--- config.mk ---
export PLATFORM = sky130hd
export DESIGN_NAME = sensor_host_link
export DESIGN_NICKNAME = d
export VERILOG_FILES = /design/src/rtl/sensor_link_pkg.sv /design/src/rtl/sample_assembler.sv /design/src/rtl/sensor_host_link.sv
export SDC_FILE = /design/constraint.sdc
export NUM_CORES = 1
export LEC_CHECK = 0
export CORE_UTILIZATION = 46
export DETAILED_ROUTE_END_ITERATION = 8
export GPL_TIMING_DRIVEN = 0
export MAX_ROUTING_LAYER = met4
export PLACE_DENSITY = 0.72
export SYNTH_ARGS = -nofsm -noshare
export SYNTH_HDL_FRONTEND = slang
export SYNTH_HIERARCHICAL = 1
export SYNTH_SLANG_ARGS = --single-unit
--- constraint.sdc ---
create_clock -name clk -period 2.26 [get_ports clk]
set_clock_uncertainty 0.15 [all_clocks]
set_input_delay 0.678 -clock clk [delete_from_list [all_inputs] [get_ports clk]]
set_output_delay 0.678 -clock clk [all_outputs]
set_load 0.02 [all_outputs]
--- src/rtl/sensor_link_pkg.sv ---
// -----------------------------------------------------------------------------
// sensor_link_pkg
// Shared definitions for the host side of the temperature-sensor UART link:
// default command bytes, TX/RX state encodings and the byte-index width.
// -----------------------------------------------------------------------------
package sensor_link_pkg;

   // Command bytes that precede each two-byte threshold on the wire
   localparam logic [7:0] CMD_HIGH = 8'h48;
   localparam logic [7:0] CMD_LOW  = 8'h4C;

   // Six bytes per configuration sequence, indexed 0..5
   localparam int IDX_W = 3;

   typedef enum logic [1:0] {
      T_IDLE = 2'd0,
      T_LOAD = 2'd1,
      T_ACK  = 2'd2,
      T_DONE = 2'd3
   } tx_state_t;

   typedef enum logic {
      R_LO = 1'b0,
      R_HI = 1'b1
   } rx_state_t;

endpackage

--- src/rtl/sample_assembler.sv ---
// -----------------------------------------------------------------------------
// sample_assembler
// Rebuilds 16-bit samples from the sensor's low-byte-first byte stream.
// A partial sample is dropped if the high byte does not arrive within
// TIMEOUT cycles of the low byte.
//
// Ports:
//   clk, rst      clock, synchronous active-high reset
//   rx_data       byte from the UART receiver
//   rx_ready      one-cycle strobe, rx_data valid
//   sample        last assembled sample {high byte, low byte}
//   sample_valid  one-cycle pulse when sample updates
//   timeout_err   one-cycle pulse when a partial sample is discarded
//   sample_cnt    count of valid samples, wraps 255 -> 0
// -----------------------------------------------------------------------------
module sample_assembler #(
   parameter int TIMEOUT = 300,
   parameter int TO_W    = 16
) (
   input  logic        clk,
   input  logic        rst,
   input  logic [7:0]  rx_data,
   input  logic        rx_ready,
   output logic [15:0] sample,
   output logic        sample_valid,
   output logic        timeout_err,
   output logic [7:0]  sample_cnt
);
   import sensor_link_pkg::*;

   // Counter value on the last cycle a high byte is still accepted
   localparam logic [TO_W-1:0] TO_LAST = TO_W'(TIMEOUT - 1);

   rx_state_t       state, state_nxt;
   logic [TO_W-1:0] to_cnt, to_cnt_nxt;
   logic [7:0]      lo_byte, lo_byte_nxt;
   logic [15:0]     sample_nxt;
   logic            valid_nxt;
   logic            to_err_nxt;
   logic [7:0]      cnt_nxt;

   always_comb begin
      state_nxt   = state;
      to_cnt_nxt  = to_cnt;
      lo_byte_nxt = lo_byte;
      sample_nxt  = sample;
      valid_nxt   = 1'b0;
      to_err_nxt  = 1'b0;
      cnt_nxt     = sample_cnt;
      if (state == R_LO) begin
         if (rx_ready) begin
            lo_byte_nxt = rx_data;
            to_cnt_nxt  = '0;
            state_nxt   = R_HI;
         end
      end else begin
         // A byte on the expiry cycle still completes the sample
         if (rx_ready) begin
            sample_nxt = {rx_data, lo_byte};
            valid_nxt  = 1'b1;
            cnt_nxt    = sample_cnt + 8'd1;
            state_nxt  = R_LO;
         end else if (to_cnt == TO_LAST) begin
            to_err_nxt = 1'b1;
            to_cnt_nxt = '0;
            state_nxt  = R_LO;
         end else begin
            to_cnt_nxt = to_cnt + 1'b1;
         end
      end
   end

   always_ff @(posedge clk) begin
      if (rst) begin
         state        <= R_LO;
         to_cnt       <= '0;
         lo_byte      <= '0;
         sample       <= '0;
         sample_valid <= 1'b0;
         timeout_err  <= 1'b0;
         sample_cnt   <= '0;
      end else begin
         state        <= state_nxt;
         to_cnt       <= to_cnt_nxt;
         lo_byte      <= lo_byte_nxt;
         sample       <= sample_nxt;
         sample_valid <= valid_nxt;
         timeout_err  <= to_err_nxt;
         sample_cnt   <= cnt_nxt;
      end
   end

endmodule

--- src/rtl/sensor_host_link.sv ---
// -----------------------------------------------------------------------------
// sensor_host_link
// Host-side end of the temperature-sensor UART link. The TX path sends the
// high and low hysteresis thresholds as command-tagged byte sequences; the RX
// path (sample_assembler) rebuilds the sensor's two-byte sample stream.
//
// Ports:
//   clk, rst            clock, synchronous active-high reset
//   cfg_start           request to send both thresholds (ignored while busy)
//   cfg_high, cfg_low   thresholds, latched on an accepted cfg_start
//   cfg_busy            configuration sequence in progress
//   cfg_done            one-cycle pulse after the last byte has gone out
//   tx_data, tx_start   byte and one-cycle strobe to the UART transmitter
//   tx_busy             UART transmitter busy
//   rx_data, rx_ready   byte and one-cycle strobe from the UART receiver
//   sample, sample_valid, timeout_err, sample_cnt   see sample_assembler
// -----------------------------------------------------------------------------
module sensor_host_link #(
   parameter logic [7:0] CMD_HIGH = sensor_link_pkg::CMD_HIGH,
   parameter logic [7:0] CMD_LOW  = sensor_link_pkg::CMD_LOW,
   parameter int         TIMEOUT  = 300,
   parameter int         TO_W     = 16
) (
   input  logic        clk,
   input  logic        rst,
   input  logic        cfg_start,
   input  logic [15:0] cfg_high,
   input  logic [15:0] cfg_low,
   output logic        cfg_busy,
   output logic        cfg_done,
   output logic [7:0]  tx_data,
   output logic        tx_start,
   input  logic        tx_busy,
   input  logic [7:0]  rx_data,
   input  logic        rx_ready,
   output logic [15:0] sample,
   output logic        sample_valid,
   output logic        timeout_err,
   output logic [7:0]  sample_cnt
);
   import sensor_link_pkg::T_IDLE;
   import sensor_link_pkg::T_LOAD;
   import sensor_link_pkg::T_ACK;
   import sensor_link_pkg::T_DONE;
   import sensor_link_pkg::tx_state_t;
   import sensor_link_pkg::IDX_W;

   localparam logic [IDX_W-1:0] LAST_IDX = IDX_W'(5);

   tx_state_t        tx_state, tx_state_nxt;
   logic [IDX_W-1:0] idx, idx_nxt;
   logic [15:0]      high_q, high_nxt;
   logic [15:0]      low_q, low_nxt;
   logic [7:0]       tx_data_nxt;
   logic             tx_start_nxt;
   logic             cfg_done_nxt;

   // Each threshold goes out low byte first, matching the sensor's
   // right-shifting threshold registers.
   function automatic logic [7:0] tx_byte(input logic [IDX_W-1:0] i,
                                          input logic [15:0]      hi,
                                          input logic [15:0]      lo);
      case (i)
         3'd0:    return CMD_HIGH;
         3'd1:    return hi[7:0];
         3'd2:    return hi[15:8];
         3'd3:    return CMD_LOW;
         3'd4:    return lo[7:0];
         default: return lo[15:8];
      endcase
   endfunction

   assign cfg_busy = (tx_state != T_IDLE);

   always_comb begin
      tx_state_nxt = tx_state;
      idx_nxt      = idx;
      high_nxt     = high_q;
      low_nxt      = low_q;
      tx_data_nxt  = tx_data;
      tx_start_nxt = 1'b0;
      cfg_done_nxt = 1'b0;
      case (tx_state)
         T_IDLE: begin
            if (cfg_start) begin
               high_nxt     = cfg_high;
               low_nxt      = cfg_low;
               idx_nxt      = '0;
               tx_state_nxt = T_LOAD;
            end
         end
         T_LOAD: begin
            if (!tx_busy) begin
               tx_data_nxt  = tx_byte(idx, high_q, low_q);
               tx_start_nxt = 1'b1;
               tx_state_nxt = T_ACK;
            end
         end
         // Wait for the UART to acknowledge the strobe before watching
         // for the end of the byte, so a stale idle tx_busy is not mistaken
         // for completion.
         T_ACK: begin
            if (tx_busy) tx_state_nxt = T_DONE;
         end
         T_DONE: begin
            if (!tx_busy) begin
               if (idx == LAST_IDX) begin
                  cfg_done_nxt = 1'b1;
                  tx_state_nxt = T_IDLE;
               end else begin
                  idx_nxt      = idx + IDX_W'(1);
                  tx_state_nxt = T_LOAD;
               end
            end
         end
         default: tx_state_nxt = T_IDLE;
      endcase
   end

   always_ff @(posedge clk) begin
      if (rst) begin
         tx_state <= T_IDLE;
         idx      <= '0;
         tx_data  <= '0;
         tx_start <= 1'b0;
         cfg_done <= 1'b0;
      end else begin
         tx_state <= tx_state_nxt;
         idx      <= idx_nxt;
         tx_data  <= tx_data_nxt;
         tx_start <= tx_start_nxt;
         cfg_done <= cfg_done_nxt;
      end
   end

   // Threshold holding registers only change on an accepted request
   always_ff @(posedge clk) begin
      high_q <= high_nxt;
      low_q  <= low_nxt;
   end

   sample_assembler #(
      .TIMEOUT (TIMEOUT),
      .TO_W    (TO_W)
   ) u_sample_assembler (
      .clk          (clk),
      .rst          (rst),
      .rx_data      (rx_data),
      .rx_ready     (rx_ready),
      .sample       (sample),
      .sample_valid (sample_valid),
      .timeout_err  (timeout_err),
      .sample_cnt   (sample_cnt)
   );

endmodule

# [Word-level counts from Yosys, hierarchy flattened]
# Index checks and enable logic that the tools add are counted.
[word_totals] ff_bits=98 in_bits=45 word_cells=74
[op_classes] add_sub_neg=3 eq_ne=15 n_mux=22 bitwise=4 reduce_logical=16
[op_table] cell="$mux W16" n=4
[op_table] cell="$pmux W8 S5" n=1
[op_table] cell="$add A16 B1 Y16 const B" n=1
[op_table] cell="$eq A16 B9 Y1 const B" n=1
[op_table] cell="$ne A2 B2 Y1 const B" n=6
[op_table] cell="$reduce_and A2 Y1" n=5
[op_table] cell="$mux W3" n=3
[op_table] cell="$add A8 B1 Y8 const B" n=1
[op_table] cell="$mux W1" n=8
[op_table] cell="$mux W2" n=4
[op_table] cell="$pmux W2 S4" n=1
[op_table] cell="$reduce_and A4 Y1" n=2
[op_table] cell="$eq A3 B2 Y1 const B" n=2
[op_table] cell="$eq A3 B3 Y1 const B" n=2
[op_table] cell="$pmux W3 S2" n=1
[op_table] cell="$reduce_bool A2 Y1" n=3
[op_table] cell="$reduce_or A3 Y1" n=2
[op_table] cell="$eq A2 B2 Y1 const B" n=2
[op_table] cell="$not A1 Y1" n=4
[op_table] cell="$reduce_or A2 Y1" n=2
[op_table] cell="$add A3 B1 Y3 const B" n=1
[op_table] cell="$eq A3 B1 Y1 const B" n=1
[op_table] cell="$logic_not A3 Y1" n=1
[op_table] cell="$eq A2 B1 Y1 const B" n=1
[op_table] cell="$logic_not A2 Y1" n=1

# [Logic depth before layout (Yosys ltp)]
# Gate-level depths: netlist of the first run.
[depth] ltp_word=4 mapped_depth=8

# [By module]
# The synthesis of the first run kept the hierarchy.
[modules_own_cells] mod="sample_assembler" n_inst=1 cells_per_inst=234 area_each_um2=2262.2 seq_area_each_um2=1021.0
[modules_own_cells] mod="sensor_host_link" n_inst=1 cells_per_inst=157 area_each_um2=2092.0 seq_area_each_um2=1261.2

# [Worst setup path before layout of the first run]
# No wires, ideal clock.
[synth_path] kind="input to register" startpoint="input cfg_start" endpoint="register high_q[0], enable pin" setup_time_ps=392 arrival_time_ps=1473 setup_slack_ps=245 stages=1 path_buffers=0 cell_sequence="and2_1"
[synth_between] elab_chain_cells=1
[synth_rtl] element="start, declared" line_no="sensor_host_link.sv:26" source="input logic cfg_start,"
[synth_rtl] element="$reduce_and A2 Y1 (no source line)"
[synth_rtl] element="end signal, assigned" line_no="sensor_host_link.sv:138" source="high_q <= high_nxt;"
[synth_rtl] element="end, declared" line_no="sensor_host_link.sv:52" source="logic [15:0] high_q, high_nxt;"
# Every way passes these cells.
# A chain may end at the register's enable or synchronous reset.

# [Worst setup path in the final report of the first run]
[layout_path] startpoint="register u_sample_assembler.sample_cnt[7]" endpoint="output sample_cnt[7]"
[layout_rtl] element="start, declared" line_no="sample_assembler.sv:27" source="output logic [7:0] sample_cnt"
[layout_rtl] element="start signal, assigned" line_no="sample_assembler.sv:89" source="sample_cnt <= cnt_nxt;"
[layout_rtl] element="end, declared" line_no="sensor_host_link.sv:39" source="output logic [7:0] sample_cnt"
# No word-level cell between the ends.

==> results of run 1 <==
metal layers:
metal | vias up | part of all wire | global-route usage
li1 | 1617 | - | -
met1 | 1531 | 0.44 | 0.2315
met2 | 82 | 0.48 | 0.3520
met3 | 15 | 0.067 | 0.06817
met4 | 0 | 0.012 | 0.06674
met5 | - | 0 | -
worst paths after layout:
kind / to / slack (ns)
worst min register to register: tx_state[0] / 0.35
worst max-delay path: sample_cnt[7] / 0.07
worst max register to register: u_sample_assembler/to_cnt[6] / 0.20
worst min-delay path: tx_state[0] / 0.35
registers in the layout, summed over array words and instances (netlist names), 3 cells and up:
name and cells:
idx 3, u_sample_assembler/sample_cnt 8, high_q 16, tx_data 8, u_sample_assembler/lo_byte 8, low_q 16
u_sample_assembler/sample 16, u_sample_assembler/to_cnt 16
cells in the final DEF (no fill, tap or decap), types with 5 or more instances in the layout:
cell                              netlist  layout
sky130_fd_sc_hd__inv_1                  6       6
sky130_fd_sc_hd__nand2_1               29      29
sky130_fd_sc_hd__clkbuf_8               0       9
sky130_fd_sc_hd__ha_1                  13      12
sky130_fd_sc_hd__nor3_1                 5       5
sky130_fd_sc_hd__xor2_1                 7       7
sky130_fd_sc_hd__a22oi_1                6       6
sky130_fd_sc_hd__nand3_1               12      12
sky130_fd_sc_hd__nor4_1                 6       6
sky130_fd_sc_hd__a21oi_1               10      10
sky130_fd_sc_hd__dfxtp_1               66      64
sky130_fd_sc_hd__nand4_1                7       7
sky130_fd_sc_hd__a21oi_2                5       5
sky130_fd_sc_hd__buf_2                  6       7
sky130_fd_sc_hd__edfxtp_1              32      32
sky130_fd_sc_hd__clkbuf_1               8       8
sky130_fd_sc_hd__nor4_2                 6       6
sky130_fd_sc_hd__a211oi_2               5       5
sky130_fd_sc_hd__a31oi_1                9       9
sky130_fd_sc_hd__nand3b_1               6       6
sky130_fd_sc_hd__mux2i_1               27      27
sky130_fd_sc_hd__nor2_1                50      50
sky130_fd_sc_hd__clkdlybuf4s50_1        0      73
cell families (layout without fill, tap and decap cells):
family / count (synthesis) / in the layout / synth area share
fa+ha+maj: 13 / 13 / 0.03736
buf+inv: 28 / 128 / 0.03735
flops: 98 / 98 / 0.5241
simple gates: 151 / 151 / 0.2043
compound gates: 64 / 64 / 0.1147
mux: 27 / 27 / 0.06207
xor+xnor: 10 / 10 / 0.02012
Yosys cell counts (all sizes together), types with 8 or more instances:
cell type / n
nor4: 13
buf: 13
dfxtp: 66
nor2: 52
edfxtp: 32
ha: 13
o21ai: 10
nand3: 15
a21oi: 15
a31oi: 9
nand4: 8
clkbuf: 8
mux2i: 27
nand2: 30
area by class of cell:
type	instances	area, µm²	share of cell area
Clock buffer	10	148.9	0.02679
Tap cell	111	138.9	0.02499
Inverter	7	26.28	0.004728
Sequential cell	98	2285	0.4111
Clock inverter	6	67.56	0.01216
Buffer	21	136.4	0.02454
Multi-Input combinational cell	265	1924	0.3462
Timing Repair Buffer	84	830.8	0.1495
power by group:
part           leakage [nW]  switching [mW]  internal, mW
clock                 0.109           0.680         0.499
sequential            0.842          0.0796          2.04
combinational          1.03           0.410         0.308
through the flow:
stage	hold slack [ns]	cells	power (mW)	TNS [ns]	worst slack (ns)
2_1_floorplan	0.3101	391	2.579	0	0.2447
3_3_place_gp	0.3229	583	2.854	-31.08	-0.5685
3_5_place_dp	0.3334	583	2.880	-33.84	-0.6346
4_1_cts	0.3484	602	4.064	0	0.01225
5_1_grt	0.3665	602	4.195	0	0.006342
6_report	0.3471	602	4.013	0	0.06881
repair_timing:
action,4_1_cts,5_1_grt
buffers inserted,3,0
pin swaps,0,1
gates resized for setup,12,4
endpoints found under the setup margin,46,18
==> results.md, run 1 <==
Outcome:
- The run finished with clean final reports.

Clocking:
- The clock network latency to the later pin of the worst-skew pair is between 0.3 and 0.4 ns.
- The CTS tree is built.
- The clock tree synthesis step divided the H-tree into 3 levels.
- After clock tree synthesis, the clock-pin slew on the worst setup and hold paths is about 0.10 ns.
- The tree built by TritonCTS fans out to ~100 sinks.
- In this run, post-CTS hold repair placed 0 buffers.
- The clock passes through at most 2 buffers.
- The number of CTS-inserted buffers is 9.
- The cell at the root of the clock tree is sky130_fd_sc_hd__clkbuf_8.

Hold path:
- The number of cells traversed by the worst hold path is 1.
- The start point of the worst hold path is tx_state[0].
- The worst hold path belongs to the class reg2reg.

Die:
- The floorplan core area is between 9000 and 10,000 µm².
- The die boundary height is about 99 µm.
- The die outline width is 99.29 µm.
- 82 I/O pins were placed.
- The row count is 35.
- For this configuration, the core starts out at a cell density of 0.4735.
- The die covers 9859 µm².

Logic synthesis:
- The register bit count reported by yosys is 98.
- The cell area that synthesis handed to floorplanning was between 4000 and 5000 µm².
- The proportion of register bits with asynchronous set or reset after synthesis is 0.
- The post-synthesis cell count is 391.
- The number of synthesized flops with an enable pin is 32.
- Counting every net in the synthesized netlist gives roughly 450.
- By area the synthesized netlist is led by sky130_fd_sc_hd__dfxtp_1 30%, sky130_fd_sc_hd__edfxtp_1 22%, sky130_fd_sc_hd__mux2i_1 6.2%, sky130_fd_sc_hd__nor2_1 4.3%, sky130_fd_sc_hd__ha_1 3.7%.
- The unique cell type count in the Yosys netlist is 66.
- For this run, the register share of the synthesized area comes to 0.5241.
- A synthesized cell averages roughly 11 µm².
- The post-synthesis cell type with the largest combined area is sky130_fd_sc_hd__dfxtp_1.
- Among all flip-flop cells after synthesis, the most frequent one is sky130_fd_sc_hd__dfxtp_1.
- The number of warnings printed during yosys synthesis is 6.
- Of the post-synthesis cell area, the dominant cell type holds 0.3034.

Global routing:
- The number of antenna violations at the first check in global routing came to 0.
- The via count of the first global-routing pass is 3,372.
- The global-route wire length before repair is 15,680 µm.
- The global-route usage over all layers is 0.2077.
- The maximum number of pins on one net before global-route repair is 33.
- For this run the aggregate overflow at the end of global routing stands at 0.

Worst setup path:
- The signal on the critical path passes through clkdlybuf4s50_1.
- Counting both buffers and inverters, the worst setup path holds a total of 1.
- The number of stages on the worst setup path is 1.
- The delay of the slowest cell on the worst path is around 0.62 ns.
- Among cell families on the critical path, the largest total delay comes from buffers and inverters.
- The worst setup path is captured at an output port.
- The maximum fanout count along the critical path is 3.
- In this run the critical register-to-register path is launched from u_sample_assembler/to_cnt[0].
- In this run the worst setup path begins at u_sample_assembler/sample_cnt[7].
- The startpoint-to-endpoint class of the critical path is reg2out.
- The cell with the largest stage delay on the worst path is sky130_fd_sc_hd__clkdlybuf4s50_1.
- The worst register-to-register path has a depth of 6.
- The worst setup path is launched from a flip-flop.
- The arrival time at the worst endpoint is 1.36 ns.
- Data on the critical path is required at its endpoint by 1.43 ns.

Layout:
- The final design area excluding fillers is around 5600 µm².
- Fill cells in the final layout number 776.
- For this run, the share of the core covered by cells in the final layout is 0.6044.
- The area growth from synthesis to final layout is 27.64%.
- The number of nets at the end of the flow is 544.
- The count of antenna diodes in the layout is 0.
- The share of final-layout standard cells stronger than drive strength 1 is 0.1487.

Timing:
- Setup repair after global routing left no endpoint under its margin.
- Derived from the worst setup path, the maximum achievable clock frequency is 456.4 MHz.
- In the finished design, the share of the clock period the worst path needs comes to 0.9696.
- The slew at the pin with the worst max-slew slack is between 0.7 and 0.8 ns.
- The number of slew-limit violations in the final report is 0.
- The final-report hold violation count is 0.
- Headroom to the max-slew limit came out at 0.4972.
- The final critical-path required period is 2.191 ns.
- Setup violations remaining at the end of the flow were counted as 0.

Placed design:
- At the end of routability-driven placement, the weighted congestion stood at 0.8979.
- The quantity of I/O buffers inserted on ports is 81.
- The placed wire-length estimate after detailed placement is between 6000 and 7000 µm.
- In this run the cell area measured after placement is ~5300 µm².

Power and ir drop:
- The maximum vdd ir drop is 0.4545 mV.
- In this run the power density over the cells is 722.1 nW/µm².
- The total leakage power is just under 2 nW.

Flow run:
- Across the run, the number of max-cap violations was 0.

Detailed routing:
- After detailed routing, the average wire length per cell comes to between 15 and 20 µm.
- The number of antenna-violating nets in the routed design is 0.
- Across all layers, the routed design uses around 3,200 vias.
- Summed over all layers, the routed wires come to just over 9000 µm.
- The first detailed-routing pass ran for 4 iterations.
- The number of DRC markers after the initial detailed-route iteration is ~120.
- The via-per-instance ratio is 5.390.
- The DRC violation count after routing is 0.
No activity file was read; power rests on OpenSTA's default activity.
==> run 2, diff against run 1 <==
--- a/config.mk
+++ b/config.mk
@@ -5,11 +5,14 @@
 export SDC_FILE = /design/constraint.sdc
 export NUM_CORES = 1
 export LEC_CHECK = 0
+export CORE_MARGIN = 5
 export CORE_UTILIZATION = 46
 export DETAILED_ROUTE_END_ITERATION = 8
 export GPL_TIMING_DRIVEN = 0
+export HOLD_SLACK_MARGIN = 0.02
 export MAX_ROUTING_LAYER = met4
 export PLACE_DENSITY = 0.72
+export RECOVER_POWER = 50
 export SYNTH_ARGS = -nofsm -noshare
 export SYNTH_HDL_FRONTEND = slang
 export SYNTH_HIERARCHICAL = 1
==> run 2 against run 1 <==
Against the previous run:
- power decreased by 5.1%
- worst hold slack improved by 0.0028 ns
- fmax increased by 0.32%
- clock-buffer cell count increased by 1
==> results.md, run 2 (same netlist as run 1, synthesis figures left out) <==
Worst setup path:
- The startpoint kind of the worst setup timing path is a flip-flop.
- The worst reg2reg path depth is 8.
- The maximum fanout count along the critical path is 3.
- The critical path goes through clkdlybuf4s50_1.
- Across all register-to-register paths, the minimum setup slack is roughly 0.17 ns.
- The cell family contributing the most delay on the critical path is buffers and inverters.
- The arrival time at the worst endpoint is approximately 1.4 ns.
- STA puts the critical path data required time at between 1 and 1.5 ns.
- For this run, the slowest stage of the critical path takes about 0.62 ns.
- In this run the critical register-to-register path is captured at tx_data[2].
- The number of buffers and inverters on the critical path is 1.
- The sort of element at the end of the critical path is an output port.
- The slowest stage of the critical path is the sky130_fd_sc_hd__clkdlybuf4s50_1 cell.
- The worst reg2reg path startpoint is idx[2].
- The worst setup path is of the reg2out kind.

Global routing:
- Entering global routing, the biggest net connects 33 pins.
- The routing usage on met3 is 0.04739.
- The global-route wire length before repair is about 16,000 µm.
- In the global route stage, overall resource usage came out at 0.1790.
- The busiest metal layer after global routing is met2.
- The global-route met2 utilization is 0.2940.
- The aggregate global routing overflow is 0.
- The number of antenna violations at the first check in global routing is 0.
- The via count of the first global-routing pass was roughly 3,200.
- For this run, global-route usage on met1 was measured as 0.2165.

Die:
- The initialized floorplan defines 35 standard-cell rows.
- The total I/O pin count is 82.
- The die outline width is 107.3 µm.
- The region available for standard cell placement spans slightly above 9000 µm².
- The floorplan step defined a die boundary enclosing 11,510 µm².
- The initial utilization of the core area, before any placement, comes to 0.4712.
- The die boundary height is 107.3 µm.

Flow run:
- Max-cap violations in this run came to 0.

Layout:
- The layout has ~770 filler cells.
- The library cell used most frequently in the layout, excluding fill and tap cells, is sky130_fd_sc_hd__dfxtp_1.
- Leaving out fill and tap cells, the most frequent cells in the layout are 65 x sky130_fd_sc_hd__dfxtp_1, 50 x sky130_fd_sc_hd__nor2_1, 42 x sky130_fd_sc_hd__clkdlybuf4s50_1, 33 x sky130_fd_sc_hd__dlygate4sd3_1, 32 x sky130_fd_sc_hd__edfxtp_1.
- The area growth from synthesis to final layout is 26.29%.
- The utilization after layout is 0.5951.
- The repair_antennas step left the layout with diodes totalling 0.
- The share of final-layout standard cells stronger than drive strength 1 is 0.1365.
- The number of nets at the end of the flow is approximately 540.

Clocking:
- The clock network latency to the later pin of the worst-skew pair is between 0.3 and 0.4 ns.
- The CTS tree is built.
- The cell at the root of the clock tree is sky130_fd_sc_hd__clkbuf_8.
- The H-tree generated during clock tree synthesis spans 3 levels.
- The clock net sink count is just under 100.
- Clock-pin slew was measured on the worst setup and hold paths at 0.09 ns.
- The clock passes through at most 2 buffers.
- The count of hold buffers inserted by post-cts repair is 0.
- The number of CTS-inserted buffers is 9.

Outcome:
- The run finished with clean final reports.

Timing:
- Setup violations remaining at the end of the flow were counted as 0.
- The slew at the pin with the worst max-slew slack is roughly 0.73 ns.
- The number of slew-limit violations in the final report came to 0.
- Static timing analysis puts the maximum clock frequency at between 400 and 500 MHz.
- In the finished design, the share of the clock period the worst path needs comes to 0.9664.
- The final-report hold violation count is 0.
- After layout, the worst setup slack is 0.07591 ns.
- The final critical-path required period is ~2.2 ns.
- The remaining max-slew budget at the tightest pin is 0.5144.
- The tightest hold path in the finished design has a slack of roughly 0.35 ns.
- Setup repair after global routing left no endpoint under its margin.

Placed design:
- The placed wire-length estimate after detailed placement is 6999 µm.
- The worst slack at placement is -0.6239 ns.
- The routability-driven placement congestion ratio is around 0.85.
- Port buffering added between 80 and 90 buffers.

Hold path:
- The class of the tightest hold or removal check is reg2reg.
- Along the worst hold path, the cell count comes to 2.
- The worst hold path terminates at u_sample_assembler/sample_cnt[7].
- In this run the most critical hold path is launched from u_sample_assembler/sample_cnt[7].

Detailed routing:
- Summing over every cut layer, the via total after detailed routing is 3,272.
- After the first detailed-routing iteration, the DRC count stood at roughly 200.
- The via-per-instance ratio is approximately 5.3.
- The number of antenna-violating nets in the routed design is 0.
- The wire length per cell after detailed routing is 15.49 µm.
- The DRC violation count after routing is 0.
- The first-pass detailed-route iteration total is 4.
- The total wire length is 9601 µm.

Power and ir drop:
- The total power divided by cell area is 692.3 nW/µm².
- IR analysis of the VDD net gives a maximum drop of 0.3172 mV.
- The analysis attributes to cell leakage a power of 1.906 nW.
## run 2: cell types whose count changed in the layout (fill, tap and decap cells not counted), sizes merged
cell,delta
clkinv,+2
dlymetal6s2s,-3
dlygate4sd3,+33
buf,-2
inv,-3
clkbuf,+5
clkdlybuf4s50,-31
dlygate4sd2,-1
## run 2: layout make-up
cell class / instances / area (µm²) / area share
repair buffers: 84 / 814.5 / 0.1481
plain buffers: 21 / 130.1 / 0.02366
multi-input cells: 265 / 1921 / 0.3493
well taps: 129 / 161.4 / 0.02935
clock buffers: 11 / 131.4 / 0.02389
flip-flops and latches: 98 / 2283 / 0.4152
clock inverters: 5 / 31.28 / 0.005688
inverters: 7 / 26.28 / 0.004778
## run 2: worst max path at each step
stage,from,to,depth (start not counted)
finish,u_sample_assembler/sample_cnt[6],sample_cnt[6],1
global route,u_sample_assembler/sample_cnt[5],sample_cnt[5],1
CTS,u_sample_assembler/sample_cnt[0],sample_cnt[0],1
detailed placement,cfg_start,low_q[5],2
global placement,cfg_start,high_q[9],2
floorplan,cfg_start,high_q[0],1
## run 2: power breakdown
group,switching [mW],total [mW],internal (mW)
sequential,0.0790,2.11,2.04
clock,0.582,0.980,0.398
combinational,0.414,0.713,0.299
total,1.07,3.81,2.73
## run 2: metal layers
layer	vias up	share of wire
li1	1618	-
met1	1554	0.44
met2	88	0.50
met3	12	0.049
met4	0	0.011
met5	-	0
## run 2: timing repair
action	CTS	global route
gates resized for setup	11	3
setup buffers	3	0
setup endpoints to repair	44	4
cloned	0	0
pin swaps	0	1
## run 2: per-stage QoR
step / instances / power, mW / TNS, ns / cell area, µm²
2_1_floorplan: 391 / 2.579 / 0 / 4354
3_3_place_gp: 601 / 2.861 / -32.05 / 5326
3_5_place_dp: 601 / 2.885 / -34.37 / 5326
4_1_cts: 620 / 3.862 / 0 / 5519
5_1_grt: 620 / 4.010 / 0 / 5499
6_report: 620 / 3.807 / 0 / 5499
==> run 3, diff against run 2 <==
--- a/config.mk
+++ b/config.mk
@@ -13,6 +13,7 @@
 export MAX_ROUTING_LAYER = met4
 export PLACE_DENSITY = 0.72
 export RECOVER_POWER = 50
+export SKIP_CTS_REPAIR_TIMING = 1
 export SYNTH_ARGS = -nofsm -noshare
 export SYNTH_HDL_FRONTEND = slang
 export SYNTH_HIERARCHICAL = 1
==> run 3 against run 2 <==
Against the previous run:
- wire length rose by 0.16%
- first-iteration DRC count fell by 7.1%
- core utilization did not move
- global-route usage barely moved
- largest power group unchanged
- critical path depth did not move
- non-clock buffer count fell by 1
- critical endpoint unchanged
- die area did not move
- power barely moved
- clock-buffer cell count did not move
==> results.md, run 3 (same netlist as run 1, synthesis figures left out) <==
Outcome:
- The flow ran to the end, and the final reports show no timing, DRC or antenna violations.

Detailed routing:
- The DRC violation count after routing is 0.
- Wires add up to around 9600 µm.
- Detailed routing placed a total of between 4000 and 5000 µm of wire on met2.
- In this run, the number of DRC markers left after iteration 0 of detailed routing was about 180.
- The routed layout has around 3,200 vias.
- The via-per-instance ratio is about 5.2.
- The number of antenna-violating nets in the routed design is 0.
- The wire length per cell after detailed routing is between 15 and 20 µm.
- The routed design uses 422 µm of met3 wire.
- The uppermost layer routed is met4.
- The wire length on met1 is 4223 µm.
- For this run, the detailed router's first-pass iteration total came to 4.

Layout:
- The share of final-layout standard cells stronger than drive strength 1 is 0.1347.
- The final cell count without fillers is between 600 and 700.
- After the last flow step, the layout net total stands at 543.
- The layout has 771 filler cells.
- Across the whole layout, storage elements account for approximately 2300 µm².
- Measured on the finished design, the core utilization comes to 0.5951.
- In the final layout, the multi-input gates occupy 1922 µm².
- Leaving out fill and tap cells, the most frequent cell in the layout is sky130_fd_sc_hd__dfxtp_1.
- In the layout the commonest cells are 65 x sky130_fd_sc_hd__dfxtp_1, 50 x sky130_fd_sc_hd__nor2_1, 42 x sky130_fd_sc_hd__clkdlybuf4s50_1, 33 x sky130_fd_sc_hd__dlygate4sd3_1, 32 x sky130_fd_sc_hd__edfxtp_1.
- Relative to the synthesized area, the layout overhead comes to 26.29%.
- The count of antenna diodes in the layout is 0.

Power and ir drop:
- Total power for the finished layout comes to approximately 3.8 mW.
- The total leakage power is roughly 1.9 nW.
- The worst-case IR drop observed on VDD is approximately 0.36 mV.
- In this run the power density over the cells is slightly below 700 nW/µm².

Timing:
- In the finished design, the share of the clock period the worst path needs comes to 0.9668.
- Setup repair after global routing left no endpoint under its margin.
- At the pin with the least slew margin, the transition time is 0.7304 ns.
- The final-report hold violation count is 0.
- Derived from the worst setup path, the maximum achievable clock frequency is 457.7 MHz.
- The final-layout setup total negative slack is 0 ns.
- The worst path needs about 2.2 ns of the cycle, external delays included.
- The remaining max-slew budget at the tightest pin is 0.5131.
- The number of setup violations in the final report is 0.
- The minimum setup slack in the final design is 0.07500 ns.
- The number of slew-limit violations in the final report was 0.

Die:
- The floorplan core area is just over 9000 µm².
- In this run the core area contains 35 standard-cell rows.
- The overall die area is approximately 12,000 µm².
- The die boundary height is 107.3 µm.
- The initial standard-cell utilization of the core is 0.4712.
- The floorplan step set the die width to 107.3 µm.
- The total I/O pin count is approximately 80.

Placed design:
- Including well taps, the total number of placed cells is ~600.
- After legalization and detailed placement, the total HPWL measured between 6000 and 7000 µm.
- The quantity of I/O buffers inserted on ports is 81.
- Routability-driven placement finished with a final weighted congestion of 0.8519.
- The worst slack at placement is -0.6239 ns.

Hold path:
- The path class of the tightest hold or removal check is reg2reg.
- The number of cells traversed by the worst hold path is 2.

Global routing:
- The via count of the first global-routing pass is 3,225.
- The first global-routing pass estimated around 16,000 µm of wire.
- The number of antenna violations at the first check in global routing was 0.
- The global-route usage over all layers is 0.1787.
- Entering global routing, the biggest net connects 33 pins.
- The aggregate global routing overflow is 0.

Clocking:
- In this run the number of H-tree levels came out at 3.
- After clock tree synthesis, the clock-pin slew on the worst setup and hold paths is about 0.090 ns.
- The CTS tree is built.
- The maximum number of buffers from clock root to sink is 2.
- The number of CTS-inserted buffers is 9.
- The clock net sink count is 98.
- The cell at the root of the clock tree is sky130_fd_sc_hd__clkbuf_8.
- The clock network latency to the later pin of the worst-skew pair is around 0.36 ns.

Worst setup path:
- Counting both buffers and inverters, the worst setup path holds a total of 1.
- The cell with the largest stage delay on the worst path is sky130_fd_sc_hd__clkdlybuf4s50_1.
- Of all nets on the critical path, the largest fanout is 3.
- The setup slack on the worst flop-to-flop path is 0.17 ns.
- The number of stages on the worst setup path is 1.
- The delay of the slowest cell on the worst path is approximately 0.63 ns.
- The worst reg2reg path depth is 8.
- The startpoint kind of the worst setup timing path is a flip-flop.
- The startpoint-to-endpoint class of the critical path is reg2out.
- Data arrives at the worst endpoint at between 1 and 1.5 ns.
- Traced cell by cell, the critical path runs through clkdlybuf4s50_1.
- The sort of element at the end of the critical path is an output port.
- The required time of the worst setup path is approximately 1.4 ns.
- The cell family contributing the most delay on the critical path is buffers and inverters.

Flow run:
- The number of violations of the max-capacitance limit is 0.
==> run 3: changes by cell type in the layout (fill, tap and decap cells not counted) <==
cell	delta
sky130_fd_sc_hd__buf_12	+1
sky130_fd_sc_hd__buf_4	-2
sky130_fd_sc_hd__clkbuf_1	+2
sky130_fd_sc_hd__dlygate4sd2_1	-3
sky130_fd_sc_hd__dlymetal6s2s_1	+1
sky130_fd_sc_hd__ha_1	+1
sky130_fd_sc_hd__ha_2	-1
sky130_fd_sc_hd__o21bai_1	-1
sky130_fd_sc_hd__o21bai_2	+1
==> run 3: where the power goes <==
| group | total, mW | switching [mW] | internal (mW) |
|---|---|---|---|
| Combinational | 0.716 | 0.415 | 0.301 |
| Sequential | 2.11 | 0.0790 | 2.04 |
| Clock | 0.978 | 0.580 | 0.398 |
==> run 3: per-layer routing <==
layer | vias to the layer above | track usage
met5 | - | -
met4 | 0 | 0.05479
met3 | 9 | 0.04739
met2 | 75 | 0.2931
met1 | 1542 | 0.2165
li1 | 1611 | -
==> run 3: area by class of cell <==
| cell class | count | area share |
|---|---|---|
| Inverter | 7 | 0.004778 |
| Buffer | 21 | 0.02366 |
| Clock inverter | 5 | 0.005688 |
| Multi-Input combinational cell | 265 | 0.3495 |
| Clock buffer | 11 | 0.02389 |
| Sequential cell | 98 | 0.4152 |
| Tap cell | 129 | 0.02935 |
| Timing Repair Buffer | 83 | 0.1479 |
==> run 3: path summary, 6_finish.rpt <==
check	end	from
max	sample_cnt[6]	u_sample_assembler/sample_cnt[6]
min	u_sample_assembler/sample_cnt[7]	u_sample_assembler/sample_cnt[7]
max reg2reg	tx_data[2]	idx[2]
min reg2reg	u_sample_assembler/sample_cnt[7]	u_sample_assembler/sample_cnt[7]
==> run 3: tightest hold or removal path, cell delays in order (launching register included) <==
cell,delay (ns)
sky130_fd_sc_hd__dfxtp_1,0.33
sky130_fd_sc_hd__o21ai_0,0.07
sky130_fd_sc_hd__a21oi_1,0.06
==> run 3: stage by stage <==
| step | instance area (µm²) | hold slack (ns) |
|---|---|---|
| final | 5499 | 0.3514 |
| after global routing | 5499 | 0.3804 |
| after CTS | 5489 | 0.3529 |
| after detailed placement | 5326 | 0.3346 |
| after global placement | 5326 | 0.3227 |
| after floorplan | 4354 | 0.3101 |
